File: config.mk
export PLATFORM = sky130hd
export DESIGN_NAME = factorial_core
export DESIGN_NICKNAME = d
export VERILOG_FILES = /design/src/rtl/factorial_core.sv
export SDC_FILE = /design/constraint.sdc
export NUM_CORES = 1
export LEC_CHECK = 0
export ABC_AREA = 1
export BUFFER_PORTS_ARGS = -buffer_cell sky130_fd_sc_hd__buf_2
export CORE_MARGIN = 1.5
export CORE_UTILIZATION = 40
export CTS_CLUSTER_SIZE = 20
export DETAILED_ROUTE_END_ITERATION = 7
export PLACE_DENSITY = 0.68
export SETUP_SLACK_MARGIN = 0.05
export SYNTH_ARGS = -nofsm -noshare
export SYNTH_HDL_FRONTEND = slang
export SYNTH_SLANG_ARGS = --single-unit
export TNS_END_PERCENT = 50
File: constraint.sdc
create_clock -name clk -period 12.98 [get_ports clk]
set_input_delay 3.245 -clock clk [delete_from_list [all_inputs] [get_ports clk]]
set_output_delay 3.245 -clock clk [all_outputs]
set_load 0.01 [all_outputs]
File: src/rtl/factorial_core.sv
// Iterative N! engine: one shift-add multiplier bit per cycle, LSB first,
// multiplying a 64-bit running product by a descending 32-bit multiplier.
module factorial_core (
    input  logic        clk,
    input  logic        reset_n,
    input  logic        op_start,
    input  logic        op_clear,
    input  logic [31:0] operand,
    output logic [63:0] result,
    output logic        busy,
    output logic        done,
    output logic        overflow,
    output logic [1:0]  state
);

    typedef enum logic [1:0] {
        S_IDLE = 2'b00,
        S_MUL  = 2'b01,
        S_DONE = 2'b10
    } state_t;

    state_t      st, st_nxt;
    logic [63:0] acc;
    logic [31:0] m;
    logic [95:0] part;
    logic [4:0]  bit_cnt;

    logic [95:0] addend;
    logic [95:0] part_sum;
    logic [31:0] m_dec;
    logic        last_bit;
    logic        mul_fin;

    // Partial-product step; 96 bits holds acc << 31 plus carries without loss.
    always_comb begin
        addend   = m[bit_cnt] ? ({32'b0, acc} << bit_cnt) : 96'b0;
        part_sum = part + addend;
        m_dec    = m - 32'd1;
        last_bit = (bit_cnt == 5'd31);
        mul_fin  = last_bit && (m_dec == 32'd1);
    end

    always_ff @(posedge clk or negedge reset_n) begin
        if (!reset_n) st <= S_IDLE;
        else          st <= st_nxt;
    end

    always_comb begin
        st_nxt = st;
        case (st)
            S_IDLE: begin
                if (op_clear)                     st_nxt = S_IDLE;
                else if (op_start && operand < 32'd2) st_nxt = S_DONE;
                else if (op_start)                st_nxt = S_MUL;
            end
            S_MUL: begin
                if (op_clear)     st_nxt = S_IDLE;
                else if (mul_fin) st_nxt = S_DONE;
            end
            S_DONE: begin
                if (op_clear) st_nxt = S_IDLE;
            end
            default: st_nxt = S_IDLE;
        endcase
    end

    always_comb begin
        state = st;
        busy  = (st == S_MUL);
        done  = (st == S_DONE);
    end

    always_ff @(posedge clk or negedge reset_n) begin
        if (!reset_n) begin
            result   <= 64'b0;
            overflow <= 1'b0;
            acc      <= 64'b0;
            m        <= 32'b0;
            part     <= 96'b0;
            bit_cnt  <= 5'b0;
        end else begin
            case (st)
                S_IDLE: begin
                    if (op_clear) begin
                        result   <= 64'b0;
                        overflow <= 1'b0;
                    end else if (op_start && operand < 32'd2) begin
                        result   <= 64'd1;
                        overflow <= 1'b0;
                    end else if (op_start) begin
                        m        <= operand;
                        acc      <= 64'd1;
                        part     <= 96'b0;
                        bit_cnt  <= 5'b0;
                        overflow <= 1'b0;
                    end
                end
                S_MUL: begin
                    if (op_clear) begin
                        result   <= 64'b0;
                        overflow <= 1'b0;
                        acc      <= 64'b0;
                        m        <= 32'b0;
                        part     <= 96'b0;
                        bit_cnt  <= 5'b0;
                    end else if (last_bit) begin
                        // Keep going on the truncated product once overflow is flagged.
                        acc      <= part_sum[63:0];
                        overflow <= overflow | (|part_sum[95:64]);
                        m        <= m_dec;
                        part     <= 96'b0;
                        bit_cnt  <= 5'b0;
                        if (mul_fin) result <= part_sum[63:0];
                    end else begin
                        part    <= part_sum;
                        bit_cnt <= bit_cnt + 5'd1;
                    end
                end
                S_DONE: begin
                    if (op_clear) begin
                        result   <= 64'b0;
                        overflow <= 1'b0;
                    end
                end
                default: ;
            endcase
        end
    end

endmodule
======== Word-level counts from Yosys, hierarchy flattened ========
Index checks and enable logic that the tools add are counted.
W data, S select, Z words.
storage, ports and cells
  bits in registers ....................... 264
  input port bits ......................... 36
  output and inout port bits .............. 69
  word-level logic and storage cells ...... 85
operators by class
  add/sub/neg operators ................... 3
  $lt $le $gt $ge ......................... 2
  equal/unequal tests ..................... 12
  shift operators ......................... 1
  mux-type cells .......................... 48
  bitwise operators ....................... 1
  reduce and logical (&&, ||, !) cells .... 11
operators with widths
  kind                     count
  $mux W64                 11
  $mux W96                 6
  $pmux W64 S3             1
  $pmux W96 S2             1
  $mux W32                 5
  $pmux W64 S2             1
  $add A96 B96 Y96         1
  $shl A64 B5 Y96          1
  $pmux W32 S2             1
  $eq A32 B1 Y1 const B    1
  $lt A32 B2 Y1 const B    1
  $reduce_or A32 Y1        1
  $sub A32 B1 Y32 const B  1
  $mux W5                  5
  $mux W2                  6
  $pmux W5 S2              1
  $reduce_and A5 Y1        2
  $ne A2 B2 Y1 const B     4
  $reduce_and A4 Y1        2
  $mux W1                  7
  $lt A5 B6 Y1 const B     1
  $ne A3 B2 Y1 const B     2
  $pmux W2 S3              1
  $add A5 B1 Y5 const B    1
  13 further kinds         14

======== Logic depth before layout (Yosys ltp) ========
Gate-level depths: netlist of the first run.
  depth in word-level cells ............... 9
  depth in mapped cells ................... 39
  mapped depth without buffers ............ 36

======== Worst setup path after synthesis of the first run ========
OpenSTA, ideal clock, no wires.
  path type ............................... input to register
  from .................................... in operand[22]
  to ...................................... reg part[28]
  setup time .............................. 0.121 ns
  arrival time ............................ 5.028 ns
  data required time ...................... 12.859 ns
  setup slack ............................. 7.831 ns
  stages on the path ...................... 13
  buffers on the path ..................... 2
  path through ............................ inv_1 nand3_1 nor3_1 nand2_1 nor4_2 nor3_2 a22oi_4 inv_2 nand2_1 inv_2 clkbuf_1 buf_2 a22o_1
on the way
  cells in the longest elaborated chain, start to end .. 4
RTL lines
  element                      line  source
  from (decl)                  8     input logic [31:0] operand,
  $lt A32 B2 Y1                87    end else if (op_start && operand < 32'd2) begin
  $logic_and A1 B1 Y1          87
  $ne A2 B2 Y1 (no line)       -
  $reduce_and A4 Y1 (no line)  -
  to (signal assigned)         115   part <= part_sum;
  to (decl)                    25    logic [95:0] part;
Every way passes these cells.
A chain may end at the register's enable or synchronous reset.

======== Worst setup path in the final report of the first run ========
  from .................................... reg bit_cnt[2]
  to ...................................... reg overflow
on the way
  cells in the longest elaborated chain, start to end .. 9
  elaborated cells on any way between the ends .. 13
  classes of those cells .................. add/sub: 1; eq/ne: 2; shift: 1; mux: 6; bitwise: 1; reduce/logical: 2
RTL lines
  element                        line  source
  from (decl)                    26    logic [4:0] bit_cnt;
  from (signal assigned)         116   bit_cnt <= bit_cnt + 5'd1;
  $bmux W1 S5                    36    addend = m[bit_cnt] ? ({32'b0, acc} << bit_cnt) : 96'b0;
  $mux W1 (implied by the code)  36
  $mux W96                       36
  $add A96 B96 Y96               37    part_sum = part + addend;
  $reduce_or A32 Y1              109   overflow <= overflow | (|part_sum[95:64]);
  $or A1 B1 Y1                   109
  $mux W1                        106   end else if (last_bit) begin
  $mux W1                        99    if (op_clear) begin
  $pmux W1 S3                    82    case (st)
  to (signal assigned)           109
  to (decl)                      12    output logic overflow,
Several ways; a longest one is shown, not always the timed one. The select of a mux whose other input is x is not followed.

==> results of run 1 <==
[power groups by stage]
stage / Clock, uW / Sequential [uW] / Combinational, uW
2_1_floorplan: 0 / 990 / 1270
3_3_place_gp: 0 / 1010 / 1770
3_5_place_dp: 0 / 1010 / 1780
4_1_cts: 1120 / 997 / 1790
5_1_grt: 1150 / 1010 / 2000
6_report: 1110 / 999 / 1830
[critical path: cells and delay by family (launching register included)]
family / cells / cell delay (ns)
AOI/OAI and AO/OA: 3 / 0.29
adders and majority gates: 1 / 0.40
buffers and inverters: 7 / 2.30
DFF: 1 / 0.36
and+or+nand+nor: 20 / 3.63
[layout make-up]
| class | instances | area, um2 | area share, % |
|---|---|---|---|
| multi-input combinational | 3264 | 15800 | 56.4 |
| sequential | 264 | 6610 | 23.7 |
| inverter | 670 | 2520 | 9.00 |
| tap | 846 | 1060 | 3.79 |
| clock buffer | 41 | 958 | 3.43 |
| timing repair buffer | 126 | 708 | 2.53 |
| clock inverter | 20 | 333 | 1.19 |
| antenna | 1 | 2.50 | 0.00895 |
[path summary, 6_finish.rpt]
path,depth (start not counted),endpoint,start
worst max register to register,31,overflow$_DFFE_PN0P_,bit_cnt[2]$_DFFE_PN0P_
worst min register to register,2,result[5]$_DFFE_PN0P_,result[5]$_DFFE_PN0P_
max in group asynchronous,2,part[68]$_DFFE_PN0P_,reset_n
min in group asynchronous,1,result[2]$_DFFE_PN0P_,reset_n
worst min-delay path,2,result[5]$_DFFE_PN0P_,result[5]$_DFFE_PN0P_
worst max-delay path,31,overflow$_DFFE_PN0P_,bit_cnt[2]$_DFFE_PN0P_
[flip-flops by register name, summed over array words and instances, names as in the netlist]
signal	cells
part	96
state	2
m	32
acc	64
result	64
overflow	1
bit_cnt	5
[stage by stage]
stage / hold slack [ns] / instances / total power (uW)
floorplan: 0.456 / 4360 / 2260
global placement: 0.449 / 5170 / 2780
detailed placement: 0.454 / 5170 / 2790
CTS: 0.468 / 5231 / 3910
global route: 0.482 / 5231 / 4160
finish: 0.464 / 5232 / 3940
[cell usage after synthesis (17+ instances only)]
master	count
sky130_fd_sc_hd__nand2_1	1569
sky130_fd_sc_hd__inv_1	652
sky130_fd_sc_hd__nor2_1	446
sky130_fd_sc_hd__o21ai_0	364
sky130_fd_sc_hd__dfrtp_1	264
sky130_fd_sc_hd__nand3_1	237
sky130_fd_sc_hd__a21oi_1	120
sky130_fd_sc_hd__clkbuf_1	108
sky130_fd_sc_hd__ha_1	103
sky130_fd_sc_hd__xor2_1	64
sky130_fd_sc_hd__nor3_1	53
sky130_fd_sc_hd__a22o_1	47
sky130_fd_sc_hd__mux2i_1	38
sky130_fd_sc_hd__buf_2	28
sky130_fd_sc_hd__nand4_1	28
sky130_fd_sc_hd__xnor2_1	26
sky130_fd_sc_hd__buf_1	22
sky130_fd_sc_hd__o22ai_1	18
sky130_fd_sc_hd__nand3b_1	17
[layer usage]
layer	track usage, %	routed length [um]	up-vias
met5	0	42	-
met3	5.28	9180	265
met2	50.0	46400	1247
met4	16.2	6230	6
li1	-	-	13700
met1	42.5	45200	12900
[placed cells by master (no fill, tap or decap), drive strengths merged, types with 3 or more instances in the layout]
master	Yosys	routed
a21boi	3	3
a21o	3	3
a21oi	120	120
a22o	47	47
a22oi	3	3
a31oi	13	13
and2	6	6
and3	4	4
buf	54	126
bufinv	0	7
clkbuf	108	41
clkinv	3	14
dfrtp	264	264
ha	103	103
inv	667	668
mux2i	38	38
nand2	1576	1576
nand3	250	250
nand3b	17	17
nand4	28	28
nor2	456	456
nor3	56	56
nor4	17	17
o21a	3	3
o21ai	378	378
o21bai	15	15
o221ai	3	3
o22ai	18	18
or2	12	12
xnor2	26	26
xor2	64	64
[cells by family (layout without fill, tap and decap cells)]
logic type	Yosys count	in the layout	share of synthesized area [%]
compound gates	609	609	13.2
mux	38	38	1.49
other cells	0	1	0
buf+inv	832	857	12.5
xor+xnor	90	90	3.09
fa+ha+maj	104	104	5.13
simple gates	2423	2423	38.7
flops	264	264	25.9
==> metrics.md, run 1 <==
| Metric | Value |
|---|---|
| Maximum number of pins on one net before global-route repair | between 150 and 200 |
| Final count of pins violating max slew | 0 |
| Max H-tree Level | 2 |
| WS Path Type | reg -> reg |
| Total of cells resized after clock tree synthesis | 0 |
| Via total after detailed routing | 28.1k |
| Power density cells | between 100 and 150 mW/mm2 |
| WL final | roughly 110000 um |
| DRC marker count from the first detailed-route iteration | 2901 |
| # Max-Cap Violations | 0 |
| Minimum setup slack in the final design | between 5 and 6 ns |
| GRT Total Usage | 31.9% |
| Area of the die | approximately 0.065 mm2 |
| Placer congestion estimate | 1.07 |
| Most frequently used flop master after synthesis | sky130_fd_sc_hd__dfrtp_1 |
| Flop2flop setup slack | between 5 and 6 ns |
| Count of port buffers added during placement | roughly 100 |
| Maximum achievable frequency | 140 MHz |
| Placement Rows | 92 |
| Highest fanout seen on the critical path | 57 |
| DR WL/cell | ~20 um |
| Total congestion overflow | 0 |
| Number of antenna violations at the first check in global routing | 6 |
| Distinct cell type count of the synthesized netlist | 48 |
| Number of sinks on the clock net | between 200 and 300 |
| Number of setup violations in the final report | 0 |
| Worst-margin pin slew | 1.19 ns |
| Post-layout net count | about 4.5k |
| Worst max-slew margin expressed relative to the limit | 20.0% |
| Switching share of power | 48.4% |
| Clk Tree Root Cell | sky130_fd_sc_hd__clkbuf_16 |
| Clk_lat worst skew | 0.59 ns |
| Flip-flop and latch count after synthesis | between 200 and 300 |
| Post-Synthesis Net Count | between 4k and 5k |
| Post-synth EDFFs | 0 |
| Worst setup EP type | flop |
| Core ar. | around 0.063 mm2 |
| Setup repair bufs after CTS | 0 |
| Fin Setup TNS | 0 ns |
| Cell internal power dissipation | roughly 2000 uW |
| Synth async-reset ratio | 100% |
| Share of total power in the clock network | between 20% and 30% |
| Via density per instance | 5.37 |
| Post-Syn Instances | about 4.4k |
| Proportion of power drawn by flip-flops and latches | approximately a quarter |
| Proportion of power drawn by combinational gates | 46.4% |
| Library cell occupying the most area in the post-synthesis netlist | sky130_fd_sc_hd__dfrtp_1 |
| Yosys warning count | 0 |
| Cell at the slowest stage of the critical path | sky130_fd_sc_hd__inv_2 |
| Cts bufs inserted | 35 |
| Post-DP HPWL | around 86000 um |
| CTS tree | done |
| Biggest cell delay along the critical path | 0.88 ns |
| Antenna-violating nets left | 0 |
| Switching power of the nets | roughly 1900 uW |
| Outcome | complete, no violations |
| Period utilization | 55.0% |
| Maximum ir drop on the vdd rail | between 0.0001 and 0.00015 V |
| I/O pin cnt | 105 |
| Unrepaired setup endpoints after global routing | false |
| Data arrival, critical path | roughly 7.6 ns |
| Die height | ~260 um |
| Total non-filler cell area in the finished layout | around 0.028 mm2 |
| Max Buffers Root-to-Sink | 3 |
| Required time reported for the critical path endpoint | roughly 13 ns |
| Ratio of cells with drive above 1 in the final layout | 6.02% |
| Share of synthesized area occupied by flip-flops and latches | between 20% and 30% |
| Area after DPL | about 0.027 mm2 |
| Ranking of synthesized cells by area | sky130_fd_sc_hd__dfrtp_1 26%, sky130_fd_sc_hd__nand2_1 23%, sky130_fd_sc_hd__inv_1 9.6% |
| Post-route DRC violation count | 0 |
| Most frequent cell on the critical path | sky130_fd_sc_hd__nand2_1 |
| Final clock skew | around 0.039 ns |
| Share of the core filled with cells | around 44% |
| Count of filler cells inserted in the layout | ~7.0k |
| Critical path launch point type | flop |
| Syn avg cell area | roughly 6 um2 |
| Final hold violation count | 0 |
| Area growth from synthesis to layout | 9.49% |
| Final critical-path required period | between 7 and 8 ns |
| Worst min-delay path class | reg -> reg |
| Number of detailed-routing iterations run before antenna repair | 7 |
| Netlist area before placement | roughly 0.026 mm2 |
| Area share of the largest cell type after synthesis | 25.9% |
| Via count of the first global-routing pass | 26.4k |
| Leakage Power | ~0.016 uW |
| Hold-fix buffers at CTS | 0 |
| Die extent in x | 256 um |
| Initial Util | 40.5% |
| Pre-CTS worst setup slack | approximately 5.6 ns |
| Global-route wire length before repair | 160000 um |
| Post-CTS clock slew at the launch and capture registers of the worst setup and hold paths | approximately 0.07 ns |
No activity file was read; power rests on OpenSTA's default activity.
==> run 2, diff against run 1 <==
--- a/config.mk
+++ b/config.mk
@@ -11,7 +11,7 @@
 export CORE_UTILIZATION = 40
 export CTS_CLUSTER_SIZE = 20
 export DETAILED_ROUTE_END_ITERATION = 7
-export PLACE_DENSITY = 0.68
+export PLACE_DENSITY = 0.7
 export SETUP_SLACK_MARGIN = 0.05
 export SYNTH_ARGS = -nofsm -noshare
 export SYNTH_HDL_FRONTEND = slang
==> constraint.sdc (replaced) <==
create_clock -name clk -period 6.25 [get_ports clk]
set_input_delay 1.5625 -clock clk [delete_from_list [all_inputs] [get_ports clk]]
set_output_delay 1.5625 -clock clk [all_outputs]
set_load 0.01 [all_outputs]
==> metrics.md, run 2 (synthesis results as in run 1) <==
| Metric | Value |
|---|---|
| I/O pin cnt | 105 (unchanged) |
| Maximum ir drop on the vdd rail | 0.000264 V (+95%) |
| Number of sinks on the clock net | 264 (unchanged) |
| Largest registers | part: 96 flops, acc: 64 flops, result: 64 flops |
| Clk_lat worst skew | 0.60 ns (about the same) |
| Data arrival, critical path | 6.06 ns (-1.56 ns) |
| Cts bufs inserted | 35 (unchanged) |
| Leakage Power | 0.0160 uW (+1.8%) |
| Count of port buffers added during placement | 104 (unchanged) |
| Switching share of power | 48.9% (+0.56 points) |
| Max FFs per register | 96 (unchanged) |
| Placement Rows | 92 (unchanged) |
| Die height | 256 um (unchanged) |
| Cell at the slowest stage of the critical path | sky130_fd_sc_hd__o21ai_0 |
| Core ar. | 0.0631 mm2 (unchanged) |
| Critical path launch point type | flop |
| Total congestion overflow | 0 (unchanged) |
| Highest-count cells in the layout ignoring fill and taps | 1568 x sky130_fd_sc_hd__nand2_1, 649 x sky130_fd_sc_hd__inv_1, 444 x sky130_fd_sc_hd__nor2_1 |
| Post-layout net count | 4555 (+1.2%) |
| Final critical-path required period | 5.59 ns (-1.56 ns) |
| Cell internal power dissipation | 4310 uW (+110%) |
| Number of setup violations in the final report | 0 (unchanged) |
| Hold-fix buffers at CTS | 0 (unchanged) |
| Share of total power in the clock network | 27.2% (-1.0 points) |
| Register name with the most flops | part |
| Most frequent cell on the critical path | sky130_fd_sc_hd__nand2_1 |
| # Max-Cap Violations | 0 (unchanged) |
| Proportion of power drawn by combinational gates | 47.9% (+1.5 points) |
| Required time reported for the critical path endpoint | 6.73 ns (-6.73 ns) |
| Period utilization | 89.4% (+34 points) |
| GRT Total Usage | 33.6% (+1.6 points) |
| Number of antenna violations at the first check in global routing | 3 (-3) |
| Proportion of power drawn by flip-flops and latches | 24.8% (-0.5 points) |
| Power density cells | 297 mW/mm2 (+110%) |
| Final clock skew | 0.0302 ns (-0.00876 ns) |
| Worst max-slew margin expressed relative to the limit | 21.2% (+1.3 points) |
| Worst setup EP type | flop |
| Most common cell after layout, fill and taps aside | sky130_fd_sc_hd__nand2_1 |
| Worst min-delay path class | reg -> reg |
| Max H-tree Level | 2 (unchanged) |
| Switching power of the nets | 4130 uW (+120%) |
| Launching instance or port of the critical path | bit_cnt[1]$_DFFE_PN0P_ |
| WL final | 112000 um (+4.8%) |
| Post-DP HPWL | 91000 um (+6.1%) |
| Outcome | complete, no violations |
| Area of the die | 0.0653 mm2 (unchanged) |
| Area growth from synthesis to layout | 11.3% |
| Final count of pins violating max slew | 0 (unchanged) |
| Total of cells resized after clock tree synthesis | 0 (unchanged) |
| HP Start | result[0]$_DFFE_PN0P_ |
| Die extent in x | 256 um (unchanged) |
| Ratio of cells with drive above 1 in the final layout | 7.07% (+1.0 points) |
| Maximum number of pins on one net before global-route repair | 120 (-25%) |
| Worst-margin pin slew | 1.18 ns (-0.0118 ns) |
| Global-route wire length before repair | 167000 um (+4.3%) |
| DRC marker count from the first detailed-route iteration | 2932 (+1.1%) |
| Via density per instance | 5.35 (-0.42%) |
| Post-CTS clock slew at the launch and capture registers of the worst setup and hold paths | 0.07 ns (about the same) |
| Placer congestion estimate | 1.08 (+1.4%) |
| Count of filler cells inserted in the layout | 7009 (+0.76%) |
| Via count of the first global-routing pass | 26.8k (+1.3%) |
| Final hold violation count | 0 (unchanged) |
| Post-route DRC violation count | 0 (unchanged) |
| Max Buffers Root-to-Sink | 3 (unchanged) |
| Fin Setup TNS | 0 ns (unchanged) |
| Setup repair bufs after CTS | 0 (unchanged) |
| Total chip power | 8440 uW (+110%) |
| Number of detailed-routing iterations run before antenna repair | 7 (unchanged) |
| Maximum achievable frequency | 179 MHz (+28%) |
| CTS tree | done |
| Antenna-violating nets left | 0 (unchanged) |
| Initial Util | 40.5% (unchanged) |
| Min Hold Slack | 0.462 ns (-0.00254 ns) |
| Highest fanout seen on the critical path | 27 (-53%) |
| Biggest cell delay along the critical path | 0.64 ns (-0.24 ns) |
| WS Path Type | reg -> reg |
| DR WL/cell | 21.2 um (+3.7%) |
| Clk Tree Root Cell | sky130_fd_sc_hd__clkbuf_16 |
| Worst R2R Start | bit_cnt[1]$_DFFE_PN0P_ |
| Via total after detailed routing | 28.3k (+0.67%) |
| Unrepaired setup endpoints after global routing | false |
==> run 2: cell count changes in the layout (fill, tap and decap cells not counted), sizes merged <==
cell / previous run / this run
bufinv: 7 / 6
clkinv: 14 / 8
buf: 126 / 180
diode: 1 / 2
inv: 668 / 671
clkbuf: 41 / 47
==> run 2: through the flow <==
step | setup slack (ns) | util [%] | instance area, um2 | std cells
6_report | 0.663 | 45.0 | 28400 | 5289
5_1_grt | 0.390 | 45.0 | 28400 | 5287
4_1_cts | 0.878 | 45.0 | 28400 | 5287
3_5_place_dp | 0.889 | 43.0 | 27100 | 5224
3_3_place_gp | 0.796 | 43.0 | 27100 | 5224
2_1_floorplan | 2.17 | - | 25500 | 4360
==> run 2: cell type report <==
type	count	area, um2	area share, %
Antenna cell	2	5.00	0.0176
Timing Repair Buffer	180	1200	4.23
Sequential cell	264	6610	23.3
Clock buffer	47	981	3.45
Clock inverter	16	282	0.991
Inverter	670	2520	8.86
Multi-Input combinational cell	3264	15800	55.5
Tap cell	846	1060	3.73
==> run 2: power groups by stage <==
stage	Sequential, uW	Combinational [uW]	Clock [uW]
after detailed placement	2120	3950	0
after floorplan	2060	2640	0
after global placement	2120	3950	0
after CTS	2090	3970	2310
after global routing	2110	4400	2370
final	2100	4040	2300
==> run 2: worst paths after layout <==
check / depth (start not counted) / slack, ns / endpoint
min: 2 / 0.46 / result[0]$_DFFE_PN0P_
max: 29 / 0.66 / overflow$_DFFE_PN0P_
min in group asynchronous: 1 / 1.00 / m[10]$_DFFE_PN0P_
min reg2reg: 2 / 0.46 / result[0]$_DFFE_PN0P_
max reg2reg: 29 / 0.66 / overflow$_DFFE_PN0P_
max in group asynchronous: 2 / 3.96 / result[41]$_DFFE_PN0P_
==> run 2: routing by layer <==
metal	vias up	wire length, um	GRT usage [%]
li1	13800	-	-
met1	13100	46800	43.2
met2	1117	49600	53.4
met3	258	8630	5.93
met4	4	7120	18.4
met5	-	26	0
==> run 2: critical path: cells and delay by family (launching register included) <==
kind            cells  cell delay, ns
buf+inv             4            0.78
compound gates      5            1.40
flops               1            0.40
simple gates       19            2.50
fa+ha+maj           1            0.38
